--- config.mk ---
export PLATFORM = sky130hd
export DESIGN_NAME = iter_div_unit_flat
export DESIGN_NICKNAME = d
export VERILOG_FILES = /design/src/rtl/iter_div_unit_pkg.sv /design/src/rtl/iter_div_unit_if.sv /design/src/rtl/iter_div_unit_div_operand_prep.sv /design/src/rtl/iter_div_unit.sv /design/src/flat_wrapper.sv
export SDC_FILE = /design/constraint.sdc
export NUM_CORES = 2
export LEC_CHECK = 0
export BUFFER_PORTS_ARGS = -buffer_cell sky130_fd_sc_hd__buf_2
export CAP_MARGIN = 20
export CORE_ASPECT_RATIO = 1.1
export CORE_MARGIN = 1
export CORE_UTILIZATION = 56
export CTS_CLUSTER_DIAMETER = 150
export CTS_CLUSTER_SIZE = 10
export DETAILED_ROUTE_END_ITERATION = 6
export GPL_ROUTABILITY_DRIVEN = 0
export HOLD_SLACK_MARGIN = 0.03
export PLACE_DENSITY_LB_ADDON = 0.15
export SLEW_MARGIN = 40
export SYNTH_ARGS = -nofsm -noshare
export SYNTH_HDL_FRONTEND = slang
export SYNTH_SLANG_ARGS = --single-unit
--- constraint.sdc ---
create_clock -name clk -period 3.7 [get_ports clk]
set_clock_uncertainty 0.2 [all_clocks]
set_input_delay 0.74 -clock clk [delete_from_list [all_inputs] [get_ports clk]]
set_output_delay 0.74 -clock clk [all_outputs]
set_load 0.03 [all_outputs]
--- src/rtl/iter_div_unit_pkg.sv ---
// Shared definitions for the iterative divider: FSM state encoding,
// latched operation descriptor and the RV64M special-case result constants.
package iter_div_unit_pkg;

    // Controller states of the divider.
    typedef enum logic [2:0] {
        ST_IDLE = 3'd0,
        ST_PREP = 3'd1,
        ST_CALC = 3'd2,
        ST_FIX  = 3'd3,
        ST_DONE = 3'd4
    } div_state_t;

    // Operation flags captured at accept time.
    typedef struct packed {
        logic op_signed;
        logic op_rem;
        logic op_word;
    } div_op_t;

    // Native RV64 datapath width.
    localparam int unsigned RV_XLEN = 64;

    // Quotient returned for a zero divisor.
    localparam logic [RV_XLEN-1:0] RV_ALL_ONES = {RV_XLEN{1'b1}};

    // Most-negative value; dividing it by -1 overflows and yields itself.
    localparam logic [RV_XLEN-1:0] RV_MOST_NEG = {1'b1, {(RV_XLEN-1){1'b0}}};

endpackage

--- src/rtl/iter_div_unit_if.sv ---
// Request/response bundle between the execute stage and the divider.
// The master side issues operations and consumes results; the slave is the unit.
interface iter_div_unit_if #(
    parameter int unsigned XLEN = 64
);
    logic            flush;
    logic            in_valid;
    logic            in_ready;
    logic [XLEN-1:0] dividend;
    logic [XLEN-1:0] divisor;
    logic            op_signed;
    logic            op_rem;
    logic            op_word;
    logic            out_valid;
    logic            out_ready;
    logic [XLEN-1:0] result;

    modport master (
        output flush,
        output in_valid,
        output dividend,
        output divisor,
        output op_signed,
        output op_rem,
        output op_word,
        output out_ready,
        input  in_ready,
        input  out_valid,
        input  result
    );

    modport slave (
        input  flush,
        input  in_valid,
        input  dividend,
        input  divisor,
        input  op_signed,
        input  op_rem,
        input  op_word,
        input  out_ready,
        output in_ready,
        output out_valid,
        output result
    );
endinterface

--- src/rtl/iter_div_unit_div_operand_prep.sv ---
// Combinational operand conditioning: optional half-width (W-form) extension,
// absolute value and sign flags. Shared with the multiplier's MULH paths.
module div_operand_prep #(
    parameter int unsigned XLEN = 64
) (
    input  logic [XLEN-1:0] a,
    input  logic [XLEN-1:0] b,
    input  logic            is_signed,
    input  logic            is_word,
    output logic [XLEN-1:0] ext_a,
    output logic [XLEN-1:0] ext_b,
    output logic [XLEN-1:0] abs_a,
    output logic [XLEN-1:0] abs_b,
    output logic            neg_a,
    output logic            neg_b
);
    localparam int unsigned HALF = XLEN / 2;

    // Low half passes through; the high half is replaced by the half-width
    // sign (or zero) in word mode so the rest of the unit sees an XLEN value.
    genvar gi;
    generate
        for (gi = 0; gi < XLEN; gi++) begin : g_ext
            if (gi < HALF) begin : g_low
                assign ext_a[gi] = a[gi];
                assign ext_b[gi] = b[gi];
            end else begin : g_high
                assign ext_a[gi] = is_word ? (is_signed & a[HALF-1]) : a[gi];
                assign ext_b[gi] = is_word ? (is_signed & b[HALF-1]) : b[gi];
            end
        end
    endgenerate

    // Sign flags only matter for signed operations.
    assign neg_a = is_signed & ext_a[XLEN-1];
    assign neg_b = is_signed & ext_b[XLEN-1];

    // Magnitudes; the most-negative value maps onto itself, which the
    // unsigned iteration still treats correctly as 2^(XLEN-1).
    assign abs_a = neg_a ? (-ext_a) : ext_a;
    assign abs_b = neg_b ? (-ext_b) : ext_b;

endmodule

--- src/rtl/iter_div_unit.sv ---
// Iterative radix-2 restoring divider for RV64M DIV/REM and their W forms.
// One operation at a time; zero divisor and signed overflow bypass the loop.
module iter_div_unit
    import iter_div_unit_pkg::*;
#(
    parameter int unsigned XLEN = RV_XLEN
) (
    input  logic             clk,
    input  logic             rst,
    iter_div_unit_if.slave   bus
);
    localparam int unsigned HALF = XLEN / 2;
    // Counter must hold the value XLEN without wrapping.
    localparam int unsigned CW   = $clog2(XLEN) + 1;

    localparam logic [XLEN-1:0] ALL_ONES = {XLEN{1'b1}};
    localparam logic [XLEN-1:0] MOST_NEG = {1'b1, {(XLEN-1){1'b0}}};
    // Sign-extended most-negative half-width value, as seen after extension.
    localparam logic [XLEN-1:0] WORD_MOST_NEG = ALL_ONES << (HALF - 1);

    div_state_t      state_reg, state_next;

    logic [XLEN-1:0] a_reg, b_reg;
    div_op_t         op_reg;
    logic [XLEN-1:0] rem_reg, quo_reg, dvs_reg;
    logic            q_neg_reg, r_neg_reg;
    logic [CW-1:0]   cnt_reg;
    logic [XLEN-1:0] result_reg;

    logic [XLEN-1:0] ext_a, ext_b, abs_a, abs_b;
    logic            neg_a, neg_b;

    logic            div_zero, sgn_ovf, special;
    logic [XLEN-1:0] special_res;
    logic [CW-1:0]   n_last;
    logic [XLEN:0]   shifted;
    logic            trial_ge;
    logic [XLEN-1:0] rem_step, quo_step;
    logic [XLEN-1:0] q_fix, r_fix, fix_res;
    logic            accept;

    // Select quotient or remainder and apply the RV64 word sign-extension,
    // which also applies to unsigned word forms.
    function automatic logic [XLEN-1:0] pick_result(
        input logic [XLEN-1:0] q,
        input logic [XLEN-1:0] r,
        input div_op_t         op
    );
        logic [XLEN-1:0] sel;
        sel = op.op_rem ? r : q;
        if (op.op_word) begin
            sel = {{HALF{sel[HALF-1]}}, sel[HALF-1:0]};
        end
        return sel;
    endfunction

    div_operand_prep #(
        .XLEN (XLEN)
    ) u_prep (
        .a         (a_reg),
        .b         (b_reg),
        .is_signed (op_reg.op_signed),
        .is_word   (op_reg.op_word),
        .ext_a     (ext_a),
        .ext_b     (ext_b),
        .abs_a     (abs_a),
        .abs_b     (abs_b),
        .neg_a     (neg_a),
        .neg_b     (neg_b)
    );

    assign bus.in_ready  = (state_reg == ST_IDLE);
    assign bus.out_valid = (state_reg == ST_DONE);
    assign bus.result    = result_reg;

    assign accept = bus.in_valid && !bus.flush;

    // Special cases are judged on the extended operands, so W forms get
    // 32-bit semantics automatically.
    assign div_zero    = (ext_b == '0);
    assign sgn_ovf     = op_reg.op_signed && (ext_b == ALL_ONES) &&
                         (ext_a == (op_reg.op_word ? WORD_MOST_NEG : MOST_NEG));
    assign special     = div_zero || sgn_ovf;
    assign special_res = pick_result(div_zero ? ALL_ONES : ext_a,
                                     div_zero ? ext_a : '0, op_reg);

    // Index of the final iteration for the current width.
    assign n_last = op_reg.op_word ? CW'(HALF - 1) : CW'(XLEN - 1);

    // One restoring step: shift {rem, quo} left, trial-subtract the divisor
    // magnitude and keep the difference only when it does not go negative.
    assign shifted  = {rem_reg, quo_reg[XLEN-1]};
    assign trial_ge = (shifted >= {1'b0, dvs_reg});
    assign rem_step = trial_ge ? XLEN'(shifted - {1'b0, dvs_reg}) : shifted[XLEN-1:0];
    assign quo_step = {quo_reg[XLEN-2:0], trial_ge};

    // Sign fix-up: quotient sign is the XOR of operand signs, remainder
    // follows the dividend.
    assign q_fix   = q_neg_reg ? (-quo_reg) : quo_reg;
    assign r_fix   = r_neg_reg ? (-rem_reg) : rem_reg;
    assign fix_res = pick_result(q_fix, r_fix, op_reg);

    // Next-state logic; flush overrides every other request.
    always_comb begin
        state_next = state_reg;
        case (state_reg)
            ST_IDLE: begin
                if (accept) begin
                    state_next = ST_PREP;
                end
            end
            ST_PREP: begin
                if (bus.flush) begin
                    state_next = ST_IDLE;
                end else if (special) begin
                    state_next = ST_DONE;
                end else begin
                    state_next = ST_CALC;
                end
            end
            ST_CALC: begin
                if (bus.flush) begin
                    state_next = ST_IDLE;
                end else if (cnt_reg == n_last) begin
                    state_next = ST_FIX;
                end
            end
            ST_FIX: begin
                state_next = bus.flush ? ST_IDLE : ST_DONE;
            end
            ST_DONE: begin
                if (bus.flush || bus.out_ready) begin
                    state_next = ST_IDLE;
                end
            end
            default: state_next = ST_IDLE;
        endcase
    end

    // State register.
    always_ff @(posedge clk) begin
        if (rst) begin
            state_reg <= ST_IDLE;
        end else begin
            state_reg <= state_next;
        end
    end

    // Operand capture, iteration registers and result register.
    always_ff @(posedge clk) begin
        if (rst) begin
            a_reg      <= '0;
            b_reg      <= '0;
            op_reg     <= '0;
            rem_reg    <= '0;
            quo_reg    <= '0;
            dvs_reg    <= '0;
            q_neg_reg  <= 1'b0;
            r_neg_reg  <= 1'b0;
            cnt_reg    <= '0;
            result_reg <= '0;
        end else begin
            case (state_reg)
                ST_IDLE: begin
                    if (accept) begin
                        a_reg            <= bus.dividend;
                        b_reg            <= bus.divisor;
                        op_reg.op_signed <= bus.op_signed;
                        op_reg.op_rem    <= bus.op_rem;
                        op_reg.op_word   <= bus.op_word;
                    end
                end
                ST_PREP: begin
                    if (!bus.flush) begin
                        if (special) begin
                            result_reg <= special_res;
                        end else begin
                            rem_reg   <= '0;
                            // W forms park the magnitude in the upper half so
                            // HALF shifts consume exactly its significant bits.
                            quo_reg   <= op_reg.op_word ? (abs_a << HALF) : abs_a;
                            dvs_reg   <= abs_b;
                            q_neg_reg <= neg_a ^ neg_b;
                            r_neg_reg <= neg_a;
                            cnt_reg   <= '0;
                        end
                    end
                end
                ST_CALC: begin
                    if (!bus.flush) begin
                        rem_reg <= rem_step;
                        quo_reg <= quo_step;
                        cnt_reg <= cnt_reg + CW'(1);
                    end
                end
                ST_FIX: begin
                    if (!bus.flush) begin
                        result_reg <= fix_res;
                    end
                end
                default: begin
                end
            endcase
        end
    end

endmodule

--- src/flat_wrapper.sv ---
// flat-port wrapper written by rule: the top's interface ports become plain ports
module iter_div_unit_flat import iter_div_unit_pkg::*;
#(
    parameter int unsigned XLEN = RV_XLEN
)
  (clk, rst, bus_flush, bus_in_valid, bus_dividend, bus_divisor, bus_op_signed, bus_op_rem, bus_op_word, bus_out_ready, bus_in_ready, bus_out_valid, bus_result);
  iter_div_unit_if #(.XLEN(XLEN)) bus_i ();
  input  logic clk;
  input  logic rst;
  input wire logic [$bits(bus_i.flush)-1:0] bus_flush;
  input wire logic [$bits(bus_i.in_valid)-1:0] bus_in_valid;
  input wire logic [$bits(bus_i.dividend)-1:0] bus_dividend;
  input wire logic [$bits(bus_i.divisor)-1:0] bus_divisor;
  input wire logic [$bits(bus_i.op_signed)-1:0] bus_op_signed;
  input wire logic [$bits(bus_i.op_rem)-1:0] bus_op_rem;
  input wire logic [$bits(bus_i.op_word)-1:0] bus_op_word;
  input wire logic [$bits(bus_i.out_ready)-1:0] bus_out_ready;
  output wire logic [$bits(bus_i.in_ready)-1:0] bus_in_ready;
  output wire logic [$bits(bus_i.out_valid)-1:0] bus_out_valid;
  output wire logic [$bits(bus_i.result)-1:0] bus_result;
  assign bus_i.flush = bus_flush;
  assign bus_i.in_valid = bus_in_valid;
  assign bus_i.dividend = bus_dividend;
  assign bus_i.divisor = bus_divisor;
  assign bus_i.op_signed = bus_op_signed;
  assign bus_i.op_rem = bus_op_rem;
  assign bus_i.op_word = bus_op_word;
  assign bus_i.out_ready = bus_out_ready;
  assign bus_in_ready = bus_i.in_ready;
  assign bus_out_valid = bus_i.out_valid;
  assign bus_result = bus_i.result;
  iter_div_unit #(.XLEN(XLEN)) u_core (.clk(clk), .rst(rst), .bus(bus_i));
endmodule
==> qor.yml <==
drt:
  ant_nets: 0
  via_count: 30200
  wl_per_cell_um: 21.5
  drtPass1Iterations: 7
  drc: 19
  routed_via_density: 6.40
  drt_iter0_markers: 3711
  drt_wl_total_mm: 101
clocking:
  ctsHoldBuffers: 0
  cts_buffers: 45
  cts-root-buf: "clkbuf_16"
  tritoncts: "yes"
  clockBufferDepth: 3
  clk_latency_ns: 0.61
  cts_max_level: 2
  clock_sinks: 399
  clk_pin_slew_ns: 0.06
die:
  core.rowCount: 84
  die_area_um2: 49900
  num_io_pins: 202
  core_um2: 48000
  initial_core_util_pct: 57.1
  die_w_um: 213
  die_height_um: 234
finish:
  fin_nets: 4269
  area_delta_synth_final_pct: 15.8
  seq_area_um2: 8000
  multiInputGateArea_um2: 18000
  drive_above_1_share_pct: 14.9
  num-fill-cells: 4316
  fin_cells: 4711
synth:
  synthXorXnorAreaFrac_pct: 9.45
  synth_top_area_share_pct: 29.1
  synth-edff-count: 0
  netlist_instances: 3836
  ys_types: 83
  synthTopCellsByArea: "dfxtp_1, nand2_1, a21oi_1"
  synth.most_common_cell: "nand2_1"
  synth_warnings: 0
  synth_compound_area_share_pct: 25.7
  avgSynthCellArea_um2: 7.15
  synth_top_family_by_area: "compound AO/OA/AOI/OAI gates"
  synth-seq-cells: 399
  synthFlopType: "dfxtp_1"
  synth_adder_area_share_pct: 4.80
  synth_common_cells: "nand2_1, a21oi_1, dfxtp_1"
  netlist_area_um2: 27400
  syn_nets: 4043
  async_flop_share_pct: 0
  synth-simple-area-share_pct: 23.0
  synth_top_area_cell: "dfxtp_1"
  ys_seq_area_share_pct: 29.1
  muxShareOfSynthArea_pct: 1.92
worst_setup_path:
  end_kind: "register"
  r2r_cells: 11
  arrival_ns: 3.98
  r2r_start: "u_core.rem_reg[11]"
  worst-r2r-setup-slack_ns: 0.008
  cp_max_fo: 5
  crit_path_start: "u_core.rem_reg[11]"
  cp-start-kind: "register"
  critPathKind: "register to register"
  required_ns: 3.98
  r2r_end: "u_core.bus.result[41]"
timing:
  rsz0062_at_grt: "true"
  setup_viol: 0
  fmax_mhz: 271
  timing.final.crit_share_pct: 99.8
  worst_pin_slew_ns: 0.792
  slew_violations: 0
  maxSlewHeadroom_pct: 46.7
  period_needed_ns: 3.69
  hold_viol: 0
hold_path:
  holdPathEnd: "u_core.a_reg[22]"
  hold_path_depth: 3
  hp-start: "bus_dividend[22]"
  hold_path.class: "primary input to register"
pwr:
  finalPower_w: 0.0122
  power_density_nw_per_um2: 385
  leakagePower_nw: 13.2
  max-vdd-ir-drop_mv: 0.356
global_route:
  grt_overflow: 0
  grt_use_total_pct: 39.6
  first_global_vias: 26800
  grt_antenna_before_repair: 3
  grt_start_max_net_pins: 115
  grt_pass1_wl_mm: 154
placed_design:
  hpwl_mm: 77.1
  port_buffers: 201
  dp.cells: 4659
status:
  violations: "design-rule violations"
  status: "complete, but fails checks"
job:
  cap_violations: 0
-- routing by layer --
layer / up-vias / part of all wire [%] / wire length (um) / GRT usage [%]
met3: 400 / 11 / 11600 / 8.66
met2: 1856 / 43 / 43400 / 60.3
li1: 14000 / - / - / -
met1: 13900 / 40 / 40500 / 52.5
met4: 4 / 5.8 / 5910 / 20.3
met5: - / 0.026 / 26 / 0
-- worst max path at each step --
stage                            end  slack, ns
2_1_floorplan     u_core.rem_reg[10]       0.05
3_3_place_gp   u_core.bus.result[44]       0.08
3_5_place_dp      u_core.rem_reg[10]      -0.05
4_1_cts        u_core.bus.result[61]       0.02
5_1_grt        u_core.bus.result[61]     -0.006
6_report       u_core.bus.result[41]      0.008
-- metrics by stage --
step                util, %  area (um^2)  hold WS (ns)   TNS, ns  setup slack, ns
global placement       63.4        30500         0.235         0           0.0803
CTS                    65.9        31700         0.164         0           0.0206
finish                 66.1        31800         0.169         0          0.00779
detailed placement     63.4        30500         0.245    -0.464          -0.0483
floorplan                 -        27400         0.232         0           0.0508
global route           66.1        31800         0.176  -0.00634         -0.00634
-- cells by family after synthesis --
logic type | after synthesis
fa+ha+maj | 113
xor+xnor | 296
compound gates | 1148
mux | 52
flops | 399
buf+inv | 428
simple gates | 1400
-- worst max-delay path: stages, from the launching register on --
cell	delay [ns]
dfxtp_1	0.33
or4_1	0.60
nor3_1	0.30
nand4_1	0.32
nand2b_1	0.29
mux2i_1	0.15
o31ai_1	0.43
mux2_2	0.27
buf_4	0.13
a21oi_1	0.10
buf_4	0.17
a311oi_1	0.29
-- timing repair --
action	in CTS	in global routing
pin swaps	0	5
gates resized for setup	2	27
endpoints found under the setup margin	39	99
setup buffers	0	1
-- power breakdown --
part           internal, W  total (W)  leakage (nW)  switching [W]
sequential         0.00442    0.00458          3.24       0.000158
combinational      0.00151    0.00368          9.34        0.00216
clock              0.00219    0.00399         0.577        0.00180
total              0.00812     0.0122          13.2        0.00412
-- cell type report --
type,instances,share of cell area [%]
Multi-Input combinational cell,3009,56.6
Sequential cell,399,25.2
Tap cell,645,2.54
Antenna cell,1,0.00788
Timing Repair Buffer,483,10.5
Clock inverter,1,0.0512
Clock buffer,49,3.66
Inverter,124,1.47
-- placed cells by master (no fill, tap or decap), types with 15 or more instances in the layout --
cell and instances:
nand2b_1 16, buf_4 267, o41ai_1 27, xor2_1 150, o21ai_0 271, inv_1 122, clkbuf_16 46, nand3_1 56
maj3_1 42, or4_1 33, o211ai_1 54, nor2_1 346, o31ai_1 51, nor3_1 108, a31oi_1 21, buf_2 200
mux2i_1 48, a21o_1 30, nand2_1 603, nand4_1 52, and3_1 17, a211oi_1 112, or3_1 30, xnor2_1 146
ha_1 70, dfxtp_1 396, a32oi_1 15, a21oi_1 412, nor4_1 46
Note: power is estimated with default switching activity, not from simulation.
